===== src/rtl/cache_pkg.sv =====
// -----------------------------------------------------------------------------
// cache_pkg
// Shared definitions for the 4-entry cache controller: FSM state encoding,
// entry count, LRU counter width/maximum and a saturating-decrement helper.
// Build option: CACHE_WRITEBACK_EN (consumed by cache_ctrl, not by this package).
// -----------------------------------------------------------------------------
package cache_pkg;

  localparam int NUM_ENTRIES = 4;
  localparam int CNT_WIDTH   = 2;
  localparam logic [CNT_WIDTH-1:0] CNT_MAX = 2'b11;

  typedef enum logic [2:0] {
    ST_IDLE,
    ST_LOOKUP,
    ST_WB,
    ST_FILL,
    ST_MWR,
    ST_RESP
  } state_t;

  // Decrement that sticks at zero so an old entry never wraps to "newest".
  function automatic logic [CNT_WIDTH-1:0] sat_dec(input logic [CNT_WIDTH-1:0] c);
    return (c == '0) ? c : c - {{(CNT_WIDTH-1){1'b0}}, 1'b1};
  endfunction

endpackage


===== src/rtl/cache_ctrl_lru_update.sv =====
// -----------------------------------------------------------------------------
// lru_update
// Combinational next-state for the per-entry LRU counters.
// Ports:
//   cnt      in   packed counters, entry i in slice i
//   sel      in   entry being accessed (becomes CNT_MAX)
//   dec      in   per-entry decrement mask (ignored for sel)
//   en       in   apply the update; counters hold when low
//   cnt_next out  updated counters
// Build option: none (CACHE_WRITEBACK_EN does not affect this block).
// -----------------------------------------------------------------------------
module lru_update
  import cache_pkg::*;
(
  input  logic [NUM_ENTRIES*CNT_WIDTH-1:0] cnt,
  input  logic [1:0]                       sel,
  input  logic [NUM_ENTRIES-1:0]           dec,
  input  logic                             en,
  output logic [NUM_ENTRIES*CNT_WIDTH-1:0] cnt_next
);

  for (genvar gi = 0; gi < NUM_ENTRIES; gi++) begin : g_cnt
    logic [CNT_WIDTH-1:0] cur;
    logic [CNT_WIDTH-1:0] nxt;

    assign cur = cnt[gi*CNT_WIDTH +: CNT_WIDTH];

    always_comb begin
      nxt = cur;
      if (en) begin
        if (sel == 2'(gi)) begin
          nxt = CNT_MAX;
        end else if (dec[gi]) begin
          nxt = sat_dec(cur);
        end
      end
    end

    assign cnt_next[gi*CNT_WIDTH +: CNT_WIDTH] = nxt;
  end

endmodule


===== src/rtl/cache_ctrl.sv =====
// -----------------------------------------------------------------------------
// cache_ctrl
// Four-entry fully associative cache controller with external hit/victim
// lookup, 2-bit LRU counters and a single outstanding CPU request.
// Ports:
//   clk, rst_n                    clock, asynchronous active-low reset
//   req_valid/we/addr/wdata       CPU request, accepted when req_ready
//   req_ready                     high only in IDLE
//   rsp_valid/rsp_rdata           one-cycle completion, read data or write echo
//   lookup_addr                   latched request address for the lookup logic
//   entry_addrs/cnt/valid         entry tags, LRU counters, valid bits
//   hit/sel/dec                   lookup result (hit, entry index, dec mask)
//   mem_req/we/addr/wdata         backing-memory request, stable until mem_ack
//   mem_ack/mem_rdata             memory completion and read data
// Build option: CACHE_WRITEBACK_EN selects write-back with dirty bits;
// undefined gives write-through, where every write goes through MWR.
// -----------------------------------------------------------------------------
module cache_ctrl
  import cache_pkg::*;
#(
  parameter int D_WIDTH = 8,
  parameter int A_WIDTH = 8
) (
  input  logic                             clk,
  input  logic                             rst_n,
  input  logic                             req_valid,
  input  logic                             req_we,
  input  logic [A_WIDTH-1:0]               req_addr,
  input  logic [D_WIDTH-1:0]               req_wdata,
  output logic                             req_ready,
  output logic                             rsp_valid,
  output logic [D_WIDTH-1:0]               rsp_rdata,
  output logic [A_WIDTH-1:0]               lookup_addr,
  output logic [NUM_ENTRIES*A_WIDTH-1:0]   entry_addrs,
  output logic [NUM_ENTRIES*CNT_WIDTH-1:0] cnt,
  output logic [NUM_ENTRIES-1:0]           valid,
  input  logic                             hit,
  input  logic [1:0]                       sel,
  input  logic [NUM_ENTRIES-1:0]           dec,
  output logic                             mem_req,
  output logic                             mem_we,
  output logic [A_WIDTH-1:0]               mem_addr,
  output logic [D_WIDTH-1:0]               mem_wdata,
  input  logic                             mem_ack,
  input  logic [D_WIDTH-1:0]               mem_rdata
);

  state_t state_reg, state_next;
  state_t done_state;

  logic [A_WIDTH-1:0]               addr_reg;
  logic                             we_reg;
  logic [D_WIDTH-1:0]               wdata_reg;
  logic [1:0]                       sel_reg;
  logic [NUM_ENTRIES-1:0]           dec_reg;
  logic [D_WIDTH-1:0]               rsp_rdata_reg;
  logic [NUM_ENTRIES*CNT_WIDTH-1:0] cnt_reg, cnt_next;

  logic [A_WIDTH-1:0]     tag_arr  [NUM_ENTRIES];
  logic [D_WIDTH-1:0]     data_arr [NUM_ENTRIES];
  logic [NUM_ENTRIES-1:0] valid_vec;

  logic               hit_access;
  logic               fill_done;
  logic               wr_en;
  logic [1:0]         wr_idx;
  logic [D_WIDTH-1:0] wr_data;
  logic               wb_needed;

  // An entry is touched either by a lookup hit or by completion of a fill.
  assign hit_access = (state_reg == ST_LOOKUP) && hit;
  assign fill_done  = (state_reg == ST_FILL) && mem_ack;
  assign wr_en      = (hit_access && we_reg) || fill_done;
  assign wr_idx     = fill_done ? sel_reg : sel;
  // On a write miss the filled line is immediately overwritten by the CPU data.
  assign wr_data    = we_reg ? wdata_reg : mem_rdata;

`ifdef CACHE_WRITEBACK_EN
  logic [NUM_ENTRIES-1:0] dirty_vec;
  assign wb_needed  = valid_vec[sel] && dirty_vec[sel];
  assign done_state = ST_RESP;
`else
  assign wb_needed  = 1'b0;
  assign done_state = we_reg ? ST_MWR : ST_RESP;
`endif

  // ---------------------------------------------------------------------------
  // Entry storage: one register set per entry, single shared write port
  // ---------------------------------------------------------------------------
  for (genvar gi = 0; gi < NUM_ENTRIES; gi++) begin : g_entry
    logic [A_WIDTH-1:0] tag_reg;
    logic [D_WIDTH-1:0] data_reg;
    logic               valid_reg;
    logic               wr_sel;

    assign wr_sel = wr_en && (wr_idx == 2'(gi));

    always_ff @(posedge clk or negedge rst_n) begin
      if (!rst_n) begin
        tag_reg   <= '0;
        data_reg  <= '0;
        valid_reg <= 1'b0;
      end else if (wr_sel) begin
        data_reg <= wr_data;
        if (fill_done) begin
          tag_reg   <= addr_reg;
          valid_reg <= 1'b1;
        end
      end
    end

`ifdef CACHE_WRITEBACK_EN
    logic dirty_reg;
    // A write (hit or write-miss fill) leaves the line dirty; a read fill cleans it.
    always_ff @(posedge clk or negedge rst_n) begin
      if (!rst_n) begin
        dirty_reg <= 1'b0;
      end else if (wr_sel) begin
        dirty_reg <= we_reg;
      end
    end
    assign dirty_vec[gi] = dirty_reg;
`endif

    assign tag_arr[gi]                        = tag_reg;
    assign data_arr[gi]                       = data_reg;
    assign valid_vec[gi]                      = valid_reg;
    assign entry_addrs[gi*A_WIDTH +: A_WIDTH] = tag_reg;
  end

  // ---------------------------------------------------------------------------
  // LRU counters
  // ---------------------------------------------------------------------------
  lru_update u_lru_update (
    .cnt      (cnt_reg),
    .sel      (wr_idx),
    .dec      (fill_done ? dec_reg : dec),
    .en       (hit_access || fill_done),
    .cnt_next (cnt_next)
  );

  // ---------------------------------------------------------------------------
  // Request latches, lookup result latch, response data, counters
  // ---------------------------------------------------------------------------
  always_ff @(posedge clk or negedge rst_n) begin
    if (!rst_n) begin
      addr_reg      <= '0;
      we_reg        <= 1'b0;
      wdata_reg     <= '0;
      sel_reg       <= '0;
      dec_reg       <= '0;
      rsp_rdata_reg <= '0;
      cnt_reg       <= '0;
    end else begin
      if ((state_reg == ST_IDLE) && req_valid) begin
        addr_reg  <= req_addr;
        we_reg    <= req_we;
        wdata_reg <= req_wdata;
      end
      if (state_reg == ST_LOOKUP) begin
        sel_reg <= sel;
        dec_reg <= dec;
      end
      if (hit_access) begin
        rsp_rdata_reg <= we_reg ? wdata_reg : data_arr[sel];
      end else if (fill_done) begin
        rsp_rdata_reg <= wr_data;
      end
      cnt_reg <= cnt_next;
    end
  end

  // ---------------------------------------------------------------------------
  // FSM
  // ---------------------------------------------------------------------------
  always_ff @(posedge clk or negedge rst_n) begin
    if (!rst_n) begin
      state_reg <= ST_IDLE;
    end else begin
      state_reg <= state_next;
    end
  end

  // Memory outputs are decoded from the state register so that an
  // asynchronous reset removes mem_req without waiting for a clock edge.
  always_comb begin
    state_next = state_reg;
    req_ready  = 1'b0;
    rsp_valid  = 1'b0;
    mem_req    = 1'b0;
    mem_we     = 1'b0;
    mem_addr   = addr_reg;
    mem_wdata  = wdata_reg;
    case (state_reg)
      ST_IDLE: begin
        req_ready = 1'b1;
        if (req_valid) state_next = ST_LOOKUP;
      end
      ST_LOOKUP: begin
        if (hit)            state_next = done_state;
        else if (wb_needed) state_next = ST_WB;
        else                state_next = ST_FILL;
      end
      ST_WB: begin
        mem_req   = 1'b1;
        mem_we    = 1'b1;
        mem_addr  = tag_arr[sel_reg];
        mem_wdata = data_arr[sel_reg];
        if (mem_ack) state_next = ST_FILL;
      end
      ST_FILL: begin
        mem_req = 1'b1;
        if (mem_ack) state_next = done_state;
      end
      ST_MWR: begin
        mem_req = 1'b1;
        mem_we  = 1'b1;
        if (mem_ack) state_next = ST_RESP;
      end
      ST_RESP: begin
        rsp_valid  = 1'b1;
        state_next = ST_IDLE;
      end
      default: state_next = ST_IDLE;
    endcase
  end

  assign rsp_rdata   = rsp_rdata_reg;
  assign lookup_addr = addr_reg;
  assign cnt         = cnt_reg;
  assign valid       = valid_vec;

endmodule


===== config.mk =====
export PLATFORM = sky130hd
export DESIGN_NAME = cache_ctrl
export DESIGN_NICKNAME = d
export VERILOG_FILES = /design/src/rtl/cache_pkg.sv /design/src/rtl/cache_ctrl_lru_update.sv /design/src/rtl/cache_ctrl.sv
export SDC_FILE = /design/constraint.sdc
export NUM_CORES = 1
export LEC_CHECK = 0
export BUFFER_PORTS_ARGS = -buffer_cell sky130_fd_sc_hd__buf_2
export CAP_MARGIN = 20
export CORE_MARGIN = 4
export CORE_UTILIZATION = 55
export CTS_CLUSTER_SIZE = 30
export DETAILED_ROUTE_END_ITERATION = 6
export PLACE_DENSITY_LB_ADDON = 0.15
export SKIP_LAST_GASP = 1
export SLEW_MARGIN = 20
export SYNTH_ARGS = -nofsm -noshare
export SYNTH_HDL_FRONTEND = slang
export SYNTH_SLANG_ARGS = --single-unit
export TNS_END_PERCENT = 100

===== constraint.sdc =====
create_clock -name clk -period 1.9 [get_ports clk]
set_input_delay 0.19 -clock clk [delete_from_list [all_inputs] [get_ports clk]]
set_output_delay 0.19 -clock clk [all_outputs]
set_load 0.02 [all_outputs]

# --- Word level (Yosys, flattened, before mapping) ---
# Cells that the tools add are included.
totals:
  register_bits: 110
  input_bits: 36
  output_inout_bits: 80
classes:
  addsub: 4
  eq_ne: 16
  mux: 40
  reduce_logical: 32
  bitwise_logic: 2
  order_cmp: 2
op_table:
  columns: ["op", "count"]
  rows:
  - ["$mux 8", 12]
  - ["$bmux 8 s2", 3]
  - ["$mux 2", 13]
  - ["$ne 2x2->1 const B", 8]
  - ["$mux 3", 5]
  - ["$pmux 3 s5", 1]
  - ["$reduce_and 3->1", 4]
  - ["$logic_not 2->1", 5]
  - ["$reduce_bool 2->1", 5]
  - ["$logic_and 1x1->1", 8]
  - ["$reduce_and 2->1", 4]
  - ["$sub 2x1->2 const B", 4]
  - ["$eq 3x2->1 const B", 2]
  - ["$eq 3x3->1 const B", 2]
  - ["$ge 3x3->1 const B", 2]
  - ["$not 2->3", 2]
  - ["$mux 1", 5]
  - ["$eq 2x2->1 const B", 2]
  - ["$mux 4", 1]
  - ["$reduce_and 4->1", 1]
  - ["$eq 3x1->1 const B", 1]
  - ["$logic_not 3->1", 1]
  - ["$reduce_or 3->1", 1]
  - ["$eq 2x1->1 const B", 1]
  - ["2 further kinds", 3]

# --- Depth between registers and ports, before layout ---
# Gate-level depths: netlist (run 1).
depth:
  word_depth: 6
  depth_mapped: 7
  ltp_nobuf: 6

# --- Modules after synthesis ---
# A second synthesis (run 1) with hierarchy kept.
unflattened:
  cells_unflattened: 391
  hier_area_um2: 5530.3
by_module_without_submodules:
  columns: ["mod", "seq_area_each_um2", "cells_per_inst", "instances", "area_each_um2"]
  rows:
  - ["cache_ctrl", 2752.6, 363, 1, 5325.1]
  - ["lru_update", 0.0, 28, 1, 205.2]

# --- Worst setup path before layout (run 1) ---
# OpenSTA, ideal clock, no wires.
synth_path:
  kind: "reg2out"
  from: "register state_reg[2]"
  to: "output port mem_addr[0]"
  n_path_buf: 2
  arrival_ns: 1.566
  setup_slack_ns: 0.144
  required_ns: 1.710
  stages_incl_launch_ff: 6
  cell_sequence: "dfrtp_1 buf_4 nand2b_1 nor2_2 buf_4 mux2_2"
synth_via:
  elab_chain_len: 2
synth_rtl:
  columns: ["item", "line", "rtl"]
  rows:
  - ["from (decl)", "cache_ctrl.sv:48", "state_t state_reg, state_next;"]
  - ["from (signal assigned)", "cache_ctrl.sv:180", "state_reg <= state_next;"]
  - ["$eq 3x2->1", "cache_ctrl.sv:194", "case (state_reg)"]
  - ["$mux 8", "cache_ctrl.sv:194", null]
  - ["to (decl)", "cache_ctrl.sv:42", "output logic [A_WIDTH-1:0] mem_addr,"]
# No other way between the ends.

# --- Worst setup path after layout (run 1) ---
layout_path:
  from: "register sel_reg[0]"
  to: "output port mem_wdata[7]"
layout_via:
  elab_chain_len: 5
layout_rtl:
  columns: ["item", "line", "rtl"]
  rows:
  - ["from (decl)", "cache_ctrl.sv:54", "logic [1:0] sel_reg;"]
  - ["from (signal assigned)", "cache_ctrl.sv:161", "sel_reg <= sel;"]
  - ["$not 2->3 (implied by the code)", "cache_ctrl.sv:208", "mem_wdata = data_arr[sel_reg];"]
  - ["$bmux 8 s2", "cache_ctrl.sv:208", null]
  - ["$mux 8 (implied by the code) (2 in series)", "cache_ctrl.sv:208", null]
  - ["$mux 8", "cache_ctrl.sv:194", null]
  - ["to (decl)", "cache_ctrl.sv:43", "output logic [D_WIDTH-1:0] mem_wdata,"]
# No other way between the ends. The select of a mux whose other input is x is not followed.

==> results.md, run 1 <==
- After synthesis, the mean cell area works out to 13.64 um2.
- Summing all placed instances gives a cell area of 6551 um2.
- The floorplan step defined a core boundary enclosing between 9000 and 10000 um2.
- The number of placed I/O pins is around 120.
- The post-placement cell count is 671.
- The worst endpoint required time is approximately 1.7 ns.
- The per-cell via count in the routed design is 5.825.
- The worst setup path is of the reg2out kind.
- The checks that failed: setup timing.
- The congestion estimate from routability-driven global placement came to 0.7922.
- The total count of hold-check failures in the final report is 0.
- The post-synth net total is 456.
- The effective utilization at floorplan is about 57%.
- The path with the worst hold slack has its endpoint at lookup_addr[1].
- The synthesized design contains 0 enable-type register cells.
- The number of standard cells in the layout, taps in and fillers out is 697.
- The worst setup path is launched from a flip-flop.
- After technology mapping, the gate count stands at roughly 420.
- The cell count of the worst hold path is 2.
- The synthesized design devotes to its leading area cell type 48.52% of total area.
- The clock period minus worst slack is 2.083 ns.
- The number of clock sinks is 110.
- The via count of the first global-routing pass came to 4279.
- In this run the most critical hold path is launched from req_addr[1].
- The proportion of layout cells with a drive suffix above 1 is 56.56%.
- Setup slack on the worst reg-to-reg path comes out at 0.07 ns.
- Measured in cells, the most critical reg-to-reg path has a length of 6.
- After synthesis, flip-flops and latches occupy between 40% and 50% of the total area.
- Global routing consumed, over all layers together, 24.42% of the routing resources.
- TritonCTS built the clock tree.
- The standby leakage power is approximately 0.0034 uW.
- The half-perimeter wire length after placement is 9.717 mm.
- In the synthesized netlist the dominant register cell turns out to be sky130_fd_sc_hd__dfrtp_1.
- The most critical setup path has its startpoint at sel_reg[0].
- The number of DRC markers after the initial detailed-route iteration is 220.
- For the worst-skew pair, the clock arrives at the later sink with an insertion delay of between 0.3 and 0.4 ns.
- Synthesis instantiated 46 different standard cells from the library.
- The net count of the finished layout is approximately 600.
- Along the worst path, the maximum fanout reaches 5.
- The die is 109.6 um wide.
- The final critical-path setup slack is -0.1830 ns.
- The full die area is around 12000 um2.
- After global routing the overflow that remains totals 0.
- Clock tree synthesis inserted a total of 9 buffers.
- Once detail routing completed, the nets flagged for antenna violations numbered 0.
- Setup repair after global routing could not meet its margin everywhere.
- The endpoint identified for the worst register-to-register timing path is g_entry[2].data_reg[5].
- Static timing analysis puts the maximum clock frequency at 480.1 MHz.
- The first-pass iteration count of the detailed router is 5.
- Measured on the finished design, the core utilization comes to ~70%.
- Of all flip-flops after synthesis, the portion carrying an async set or reset was between 90% and 100%.
- The signal arrival time at the worst endpoint is around 1.9 ns.
- The first global-routing pass estimated between 20 and 25 mm of wire.
- The die boundary height is 109.6 um.
- The mapped cell area is around 5700 um2.
- The final worst clock skew is 0.01043 ns.
- Setup total negative slack on the finished layout was measured at -2.486 ns.
- The final period utilization is 109.6%.
- sky130_fd_sc_hd__dfrtp_1 takes more of the synthesized area than any other cell.
- After clock tree synthesis, the clock-pin slew on the worst setup and hold paths is 0.11 ns.
- After detailed routing, the average wire length per cell comes to 19.95 um.
- Power spread over the standard cell area amounts to 1814 nW/um2.
- The register bit count reported by yosys is 110.
- Setup violations remaining at the end of the flow were counted as 16.
- IR analysis of the VDD net gives a maximum drop of 926.3 uV.
- The largest net degree at the start of global routing is 40.
- The run finished, with violations left.
- In the layout the commonest cells are sky130_fd_sc_hd__dfrtp_1 (108), sky130_fd_sc_hd__buf_2 (100), sky130_fd_sc_hd__mux2_2 (78).
- The element type at the critical path end is a primary output.
- The fill cell total of the finished layout is 730.
- The synthesis warning total is 0.
- The class of the tightest hold or removal check is in2reg.
- The commonest non-fill, non-tap cell in the layout is sky130_fd_sc_hd__dfrtp_1.
- The initialized floorplan defines 36 standard-cell rows.
- Counting along the longest clock path gives a buffer depth of 2.
- The tool flagged a number of max-cap violations equal to 0.
- The antenna diode count is 0.
- Summing over every cut layer, the via total after detailed routing is around 4100.
- The initial antenna violation count is 0.
- Summed over all layers, the routed wires come to around 14 mm.
- Relative to the synthesized area, the layout overhead comes to 24.59%.
- The number of DRC violations after detailed routing is 0.
- The startpoint identified for the worst register-to-register timing path is state_reg[2].
- The power consumption is 12820 uW.
- The final design instance area without fill is 7068 um2.
- The number of buffers inserted by port buffering is 115.
- The max-slew violation count is 0.
- Headroom to the max-slew limit came out at 65.70%.
- The actual slew at the worst max-slew pin is 0.5146 ns.
- The clock root buffer master is sky130_fd_sc_hd__clkbuf_8.
- The H-tree generated during clock tree synthesis spans 3 levels.
- By area the synthesized netlist is led by sky130_fd_sc_hd__dfrtp_1 (49%), sky130_fd_sc_hd__mux2_2 (18%), sky130_fd_sc_hd__mux4_2 (9.5%), sky130_fd_sc_hd__mux2i_1 (2.5%), sky130_fd_sc_hd__nand2_1 (2.4%).
## how the worst max path moves through the flow
stage	to	cells past startpoint	slack [ns]
2_1_floorplan	mem_addr[0]	5	0.14
3_3_place_gp	cnt[3]	5	0.20
3_5_place_dp	rsp_rdata[3]	6	0.16
4_1_cts	mem_wdata[1]	4	-0.19
5_1_grt	mem_addr[0]	4	-0.27
6_report	mem_wdata[7]	4	-0.18
## synth_stat cells (2+ instances only)
cell and instances:
sky130_fd_sc_hd__a311o_1 2, sky130_fd_sc_hd__nor3_1 3, sky130_fd_sc_hd__inv_1 8, sky130_fd_sc_hd__nand2_2 2, sky130_fd_sc_hd__nand3_1 2, sky130_fd_sc_hd__nor2_1 5
sky130_fd_sc_hd__a21oi_1 5, sky130_fd_sc_hd__a31oi_1 2, sky130_fd_sc_hd__mux2_4 8, sky130_fd_sc_hd__nand2b_1 13, sky130_fd_sc_hd__nand2_1 37, sky130_fd_sc_hd__a2bb2oi_1 3
sky130_fd_sc_hd__clkbuf_1 2, sky130_fd_sc_hd__mux2_2 93, sky130_fd_sc_hd__or2_2 2, sky130_fd_sc_hd__dfrtp_1 110, sky130_fd_sc_hd__buf_2 8, sky130_fd_sc_hd__nor2b_1 7
sky130_fd_sc_hd__o21ai_0 11, sky130_fd_sc_hd__mux4_2 24, sky130_fd_sc_hd__mux2_1 2, sky130_fd_sc_hd__buf_1 2, sky130_fd_sc_hd__a22oi_1 9, sky130_fd_sc_hd__buf_4 13
sky130_fd_sc_hd__nor2_2 3, sky130_fd_sc_hd__ha_1 4, sky130_fd_sc_hd__nor3b_1 4, sky130_fd_sc_hd__mux2i_1 14
## routing by layer
layer / wire (um) / part of all wire, % / GRT usage (%)
met5: 0 / 0 / 0
met4: 282 / 2.0 / 6.946
met3: 761 / 5.5 / 5.050
met1: 5762 / 41 / 32.94
met2: 7096 / 51 / 40.37
## power breakdown
part | internal, uW | switching, uW | leakage [uW]
clock network | 762 | 830 | 0.000116
logic | 3520 | 3330 | 0.00194
registers | 3420 | 943 | 0.00136
## cells by family after synthesis
kind of cell               count (synthesis)  share of synthesized area (%)
buffers and inverters                     34                          3.419
muxes                                    143                          33.61
adders and majority gates                  4                         0.8823
and+or+nand+nor                           86                          8.624
AOI/OAI and AO/OA                         39                          4.940
DFF                                      110                          48.52
## area by class of cell
cell class	count	area, um2	area share [%]
multi-input combinational	272	2801	39.64
inverter	8	30.03	0.4249
timing repair buffer	158	1089	15.40
sequential	110	2755	38.98
clock inverter	7	102.6	1.452
tap	133	166.4	2.354
clock buffer	9	123.9	1.753
## through the flow
step,setup slack (ns),hold WS (ns)
after floorplan,0.1443,-0.1056
after global placement,0.2042,0.1904
after detailed placement,0.1567,0.1880
after CTS,-0.1945,0.02302
after global routing,-0.2656,0.02114
final,-0.1830,0.03280
## critical path: stages, from the launching register on
cell and delay [ns]:
sky130_fd_sc_hd__dfrtp_2 0.42, sky130_fd_sc_hd__buf_6 0.16, sky130_fd_sc_hd__mux4_2 0.53, sky130_fd_sc_hd__mux2_4 0.28, sky130_fd_sc_hd__buf_6 0.13
## what timing repair did
item / CTS / global route
endpoints found under the hold margin: 34 / 0
buffers inserted: 5 / 2
gates resized for setup: 54 / 2
setup endpoints to repair: 16 / 28
cloned: 2 / 0
pin swaps: 1 / 0
hold buffers: 1 / 0
No activity file was read; power rests on OpenSTA's default activity.
==> run 2, diff against run 1 <==
--- a/config.mk
+++ b/config.mk
@@ -5,13 +5,14 @@
 export SDC_FILE = /design/constraint.sdc
 export NUM_CORES = 1
 export LEC_CHECK = 0
+export ABC_AREA = 1
 export BUFFER_PORTS_ARGS = -buffer_cell sky130_fd_sc_hd__buf_2
 export CAP_MARGIN = 20
 export CORE_MARGIN = 4
-export CORE_UTILIZATION = 55
+export CORE_UTILIZATION = 56
 export CTS_CLUSTER_SIZE = 30
 export DETAILED_ROUTE_END_ITERATION = 6
-export PLACE_DENSITY_LB_ADDON = 0.15
+export PLACE_DENSITY = 0.87
 export SKIP_LAST_GASP = 1
 export SLEW_MARGIN = 20
 export SYNTH_ARGS = -nofsm -noshare
==> run 2 against run 1 <==
Against the previous run: the run now ends clean; sequential power is 4% lower; synthesized cell count grew 75%; synthesized area grew 4.0%; via count grew 35%; combinational power shrank 2%.
==> results.md, run 2 <==
- The run finished with clean final reports.
- The final worst clock skew is 0.008126 ns (-0.002306 ns).
- For this run, the leading register cell type out of synthesis is sky130_fd_sc_hd__dfrtp_1.
- The endpoint identified for the worst register-to-register timing path is g_entry[3].data_reg[1].
- The antenna diode count is 0 (unchanged).
- The final setup TNS is 0 ns (+2.486 ns).
- The total cell area at the placement stage is 6675 um2 (+1.9%).
- The worst register-to-register path begins at state_reg[2].
- CTS placed an instance of sky130_fd_sc_hd__clkbuf_8 at the clock tree root.
- The mux share of post-synthesis cell area came to 1.526% (-32 points).
- The area share of fa/ha/maj cells after synthesis came to 0.8480% (-0.034 points).
- The min-delay analysis places its worst path in the category in2reg.
- The effective utilization at floorplan is 57.43% (+0.18 points).
- The first-pass iteration count of the detailed router was 5 (unchanged).
- The all-layer global routing usage is 25.02% (+0.60 points).
- The sort of element at the start of the critical path is a flip-flop.
- The largest fanout on the critical path came to 29 (+24).
- The die boundary height is 110.7 um (+1.0%).
- The register bit count reported by yosys was 110 (unchanged).
- The routed wire length is 15.41 mm (+11%).
- The full die area is 12250 um2 (+2.0%).
- The final critical-path setup slack is 0.009558 ns (+0.1926 ns).
- The clock period minus worst slack came to 1.890 ns (-0.1926 ns).
- The number of standard cells in the layout, taps in and fillers out is 997 (+43%).
- Setup repair after global routing could not meet its margin everywhere.
- The depth of the worst register-to-register path is 8 (+2).
- The element type at the critical path end is a primary output.
- The number of DRC markers after the initial detailed-route iteration was 455 (+110%).
- The sequential area share after synthesis is 46.64% (-1.9 points).
- The number of placed I/O pins is 116 (unchanged).
- The top cell types in the final layout, fill and taps aside, are sky130_fd_sc_hd__nand2_1 (191), sky130_fd_sc_hd__buf_2 (109), sky130_fd_sc_hd__dfrtp_1 (105).
- The largest individual stage delay along the critical path comes from the cell sky130_fd_sc_hd__dfrtp_2.
- The maximum buffer depth of the clock tree is 2 (unchanged).
- After synthesis, the largest family of logic cells by area is simple AND/OR/NAND/NOR gates.
- The maximum level of the CTS H-tree is 3 (unchanged).
- The synthesis warning total is 0 (unchanged).
- The x dimension of the die is 110.7 um (+1.0%).
- The total power divided by cell area is 1783 nW/um2 (-1.7%).
- The total count of hold-check failures in the final report is 0 (unchanged).
- The post-synthesis simple-gate area fraction was 23.07% (+14 points).
- The first-pass GRT wire length was 25.18 mm (+13%).
- The antenna violation net count after detailed routing is 0 (unchanged).
- The number of violations of the max-capacitance limit is 0 (unchanged).
- The number of clock sinks is 110 (unchanged).
- The mapped cell area is 5902 um2 (+4.0%).
- The per-cell via count in the routed design is 5.509 (-5.4%).
- The number of buffers inserted by port buffering is 115 (unchanged).
- The final global-route overflow total is 0 (unchanged).
- The signal arrival time at the worst endpoint is 1.70 ns (-0.19 ns).
- The row count came to 37 (+2.8%).
- The commonest cells after synthesis are sky130_fd_sc_hd__nand2_1 (192), sky130_fd_sc_hd__dfrtp_1 (110), sky130_fd_sc_hd__o21ai_0 (83).
- The final weighted congestion of routability-driven global placement is 0.8854 (+12%).
- The standby leakage power came to 0.003675 uW (+7.4%).
- The worst endpoint required time is 1.71 ns (about the same).
- The via count of the first global-routing pass is 5033 (+18%).
- The final design instance area without fill is 7041 um2 (-0.39%).
- The clock latency on the worst-skew pair is 0.37 ns (about the same).
- The area of the core is 10280 um2 (+3.7%).
- The largest total area in the synthesized netlist belongs to sky130_fd_sc_hd__dfrtp_1.
- The largest net degree at the start of global routing was 111 (+180%).
- The clock slew seen by the registers of the worst setup and hold paths is 0.11 ns (about the same).
- The number of DRC violations after detailed routing is 0 (unchanged).
- The fraction of synthesis flops using an asynchronous set or reset pin was 100.0% (unchanged).
- The count of different cell masters after synthesis was 29 (-37%).
- By startpoint and endpoint, the worst setup path is classified as reg2out.
- The final period utilization is 99.50% (-10 points).
- The post-synth net total is 770 (+69%).
- The maximum vdd ir drop is 1106 uV (+19%).
- The number of synthesized flops with an enable pin is 0 (unchanged).
- The cell that appears most often on the critical path is sky130_fd_sc_hd__o21ai_0.
- The detail-routed net length per standard cell came to 15.45 um (-23%).
- The timing-limited maximum frequency is 529.0 MHz (+10%).
- The net count of the finished layout is 896 (+50%).
- The post-placement cell count is 974 (+45%).
- The commonest non-fill, non-tap cell in the layout is sky130_fd_sc_hd__nand2_1.
- The layout overhead on the synthesized area is 19.29%.
- The register-to-register setup slack is 0.19 ns (+0.12 ns).
- The half-perimeter wire length after placement is 10.70 mm (+10%).
- The final worst hold slack is 0.04402 ns (+0.01122 ns).
- The CTS buffer count came to 9 (unchanged).
- The post-synthesis compound-gate area fraction is 19.21% (+14 points).
- The placement-stage worst setup slack is 0.08169 ns (-0.07503 ns).
- The startpoint identified for the worst hold timing path is req_wdata[4].
- By area the synthesized netlist is led by sky130_fd_sc_hd__dfrtp_1 (47%), sky130_fd_sc_hd__nand2_1 (12%), sky130_fd_sc_hd__o21ai_0 (7.0%), sky130_fd_sc_hd__o21ai_2 (6.7%), sky130_fd_sc_hd__inv_1 (4.5%).
- The maximum cell stage delay along the critical path is 0.46 ns (-0.07 ns).
- Among all cell types in the netlist, the one instantiated most often is sky130_fd_sc_hd__nand2_1.
- TritonCTS built the clock tree.
- The post-synthesis share of cell area spent on xor and xnor gates is 0% (unchanged).
- The proportion of layout cells with a drive suffix above 1 was 30.08% (-26 points).
- The area share of the largest cell type after synthesis is 46.64% (-1.9 points).
- The final number of setup-violating endpoints came to 0 (-16).
- The initial antenna violation count was 0 (unchanged).
- The max-slew violation count is 0 (unchanged).
- The post-synthesis cell count came to 730 (+75%).
- The actual slew at the worst max-slew pin is 0.5879 ns (+0.07334 ns).
- The worst relative slew slack is 60.81% (-4.9 points).
- The critical path ends at mem_addr[2].
- The routed via count is 5492 (+35%).
- The synthesized area divided by synthesized cell count was 8.085 um2 (-41%).
- The critical path starts at sel_reg[0].
- Walking the worst path, the cells encountered are buf_12 > o21ai_0 > o22ai_1 > nand2_1 > o21ai_0 > buf_2.
==> run 2: worst max-delay path: cells and delay by family (launching register included) <==
family	cells	cell delay, ns
buf+inv	2	0.34
simple gates	1	0.06
compound gates	3	0.46
flops	1	0.46
==> run 2: through the flow <==
stage	util [%]	total power (uW)
finish	68.51	12550
floorplan	-	8400
global placement	64.95	10400
global route	68.51	13450
detailed placement	64.95	10580
CTS	68.03	12360
==> run 2: worst min-delay path by stage <==
stage	endpoint	cells past startpoint	slack (ns)
2_1_floorplan	cnt[0]	0	-0.11
3_3_place_gp	g_entry[1].valid_reg	2	0.32
3_5_place_dp	g_entry[1].tag_reg[5]	2	0.32
4_1_cts	wdata_reg[1]	2	0.03
5_1_grt	wdata_reg[1]	2	0.03
6_report	wdata_reg[4]	2	0.04
==> run 2: layout make-up <==
| class | instances | area (um2) |
|---|---|---|
| inverter | 75 | 292.8 |
| sequential | 110 | 2759 |
| fill | 853 | 3237 |
| tap | 136 | 170.2 |
| multi-input combinational | 507 | 2650 |
| clock inverter | 6 | 103.9 |
| timing repair buffer | 153 | 927.1 |
| clock buffer | 10 | 137.6 |
==> run 2: cells by family after synthesis <==
| family | Yosys count |
|---|---|
| AO/OA/AOI/OAI | 188 |
| adder cells (fa/ha/maj) | 4 |
| buffers and inverters | 113 |
| flip-flops | 110 |
| multiplexers | 8 |
| AND/OR/NAND/NOR | 307 |
==> run 2: layer usage <==
layer  global-route usage (%)  share of wire (%)  vias to the layer above
met2                    39.85                 47                      274
met5                        0                  0                        -
met4                    7.389                2.3                        0
li1                         -                  -                     2616
met1                    35.61                 44                     2552
met3                    3.876                6.8                       50
==> run 2: what timing repair did <==
item | CTS | global route
hold buffers | 1 | 0
pin swaps | 1 | 2
buffers inserted | 4 | 1
resized for setup | 12 | 24
endpoints found under the setup margin | 17 | 14
endpoints found under the hold margin | 110 | 0
cloned | 1 | 0
==> run 2: power by group <==
group          total [uW]  switching (uW)  leakage [uW]  internal, uW
clock                1630             831      0.000118           804
sequential           4210             854       0.00136          3360
combinational        6710            4240       0.00220          2470
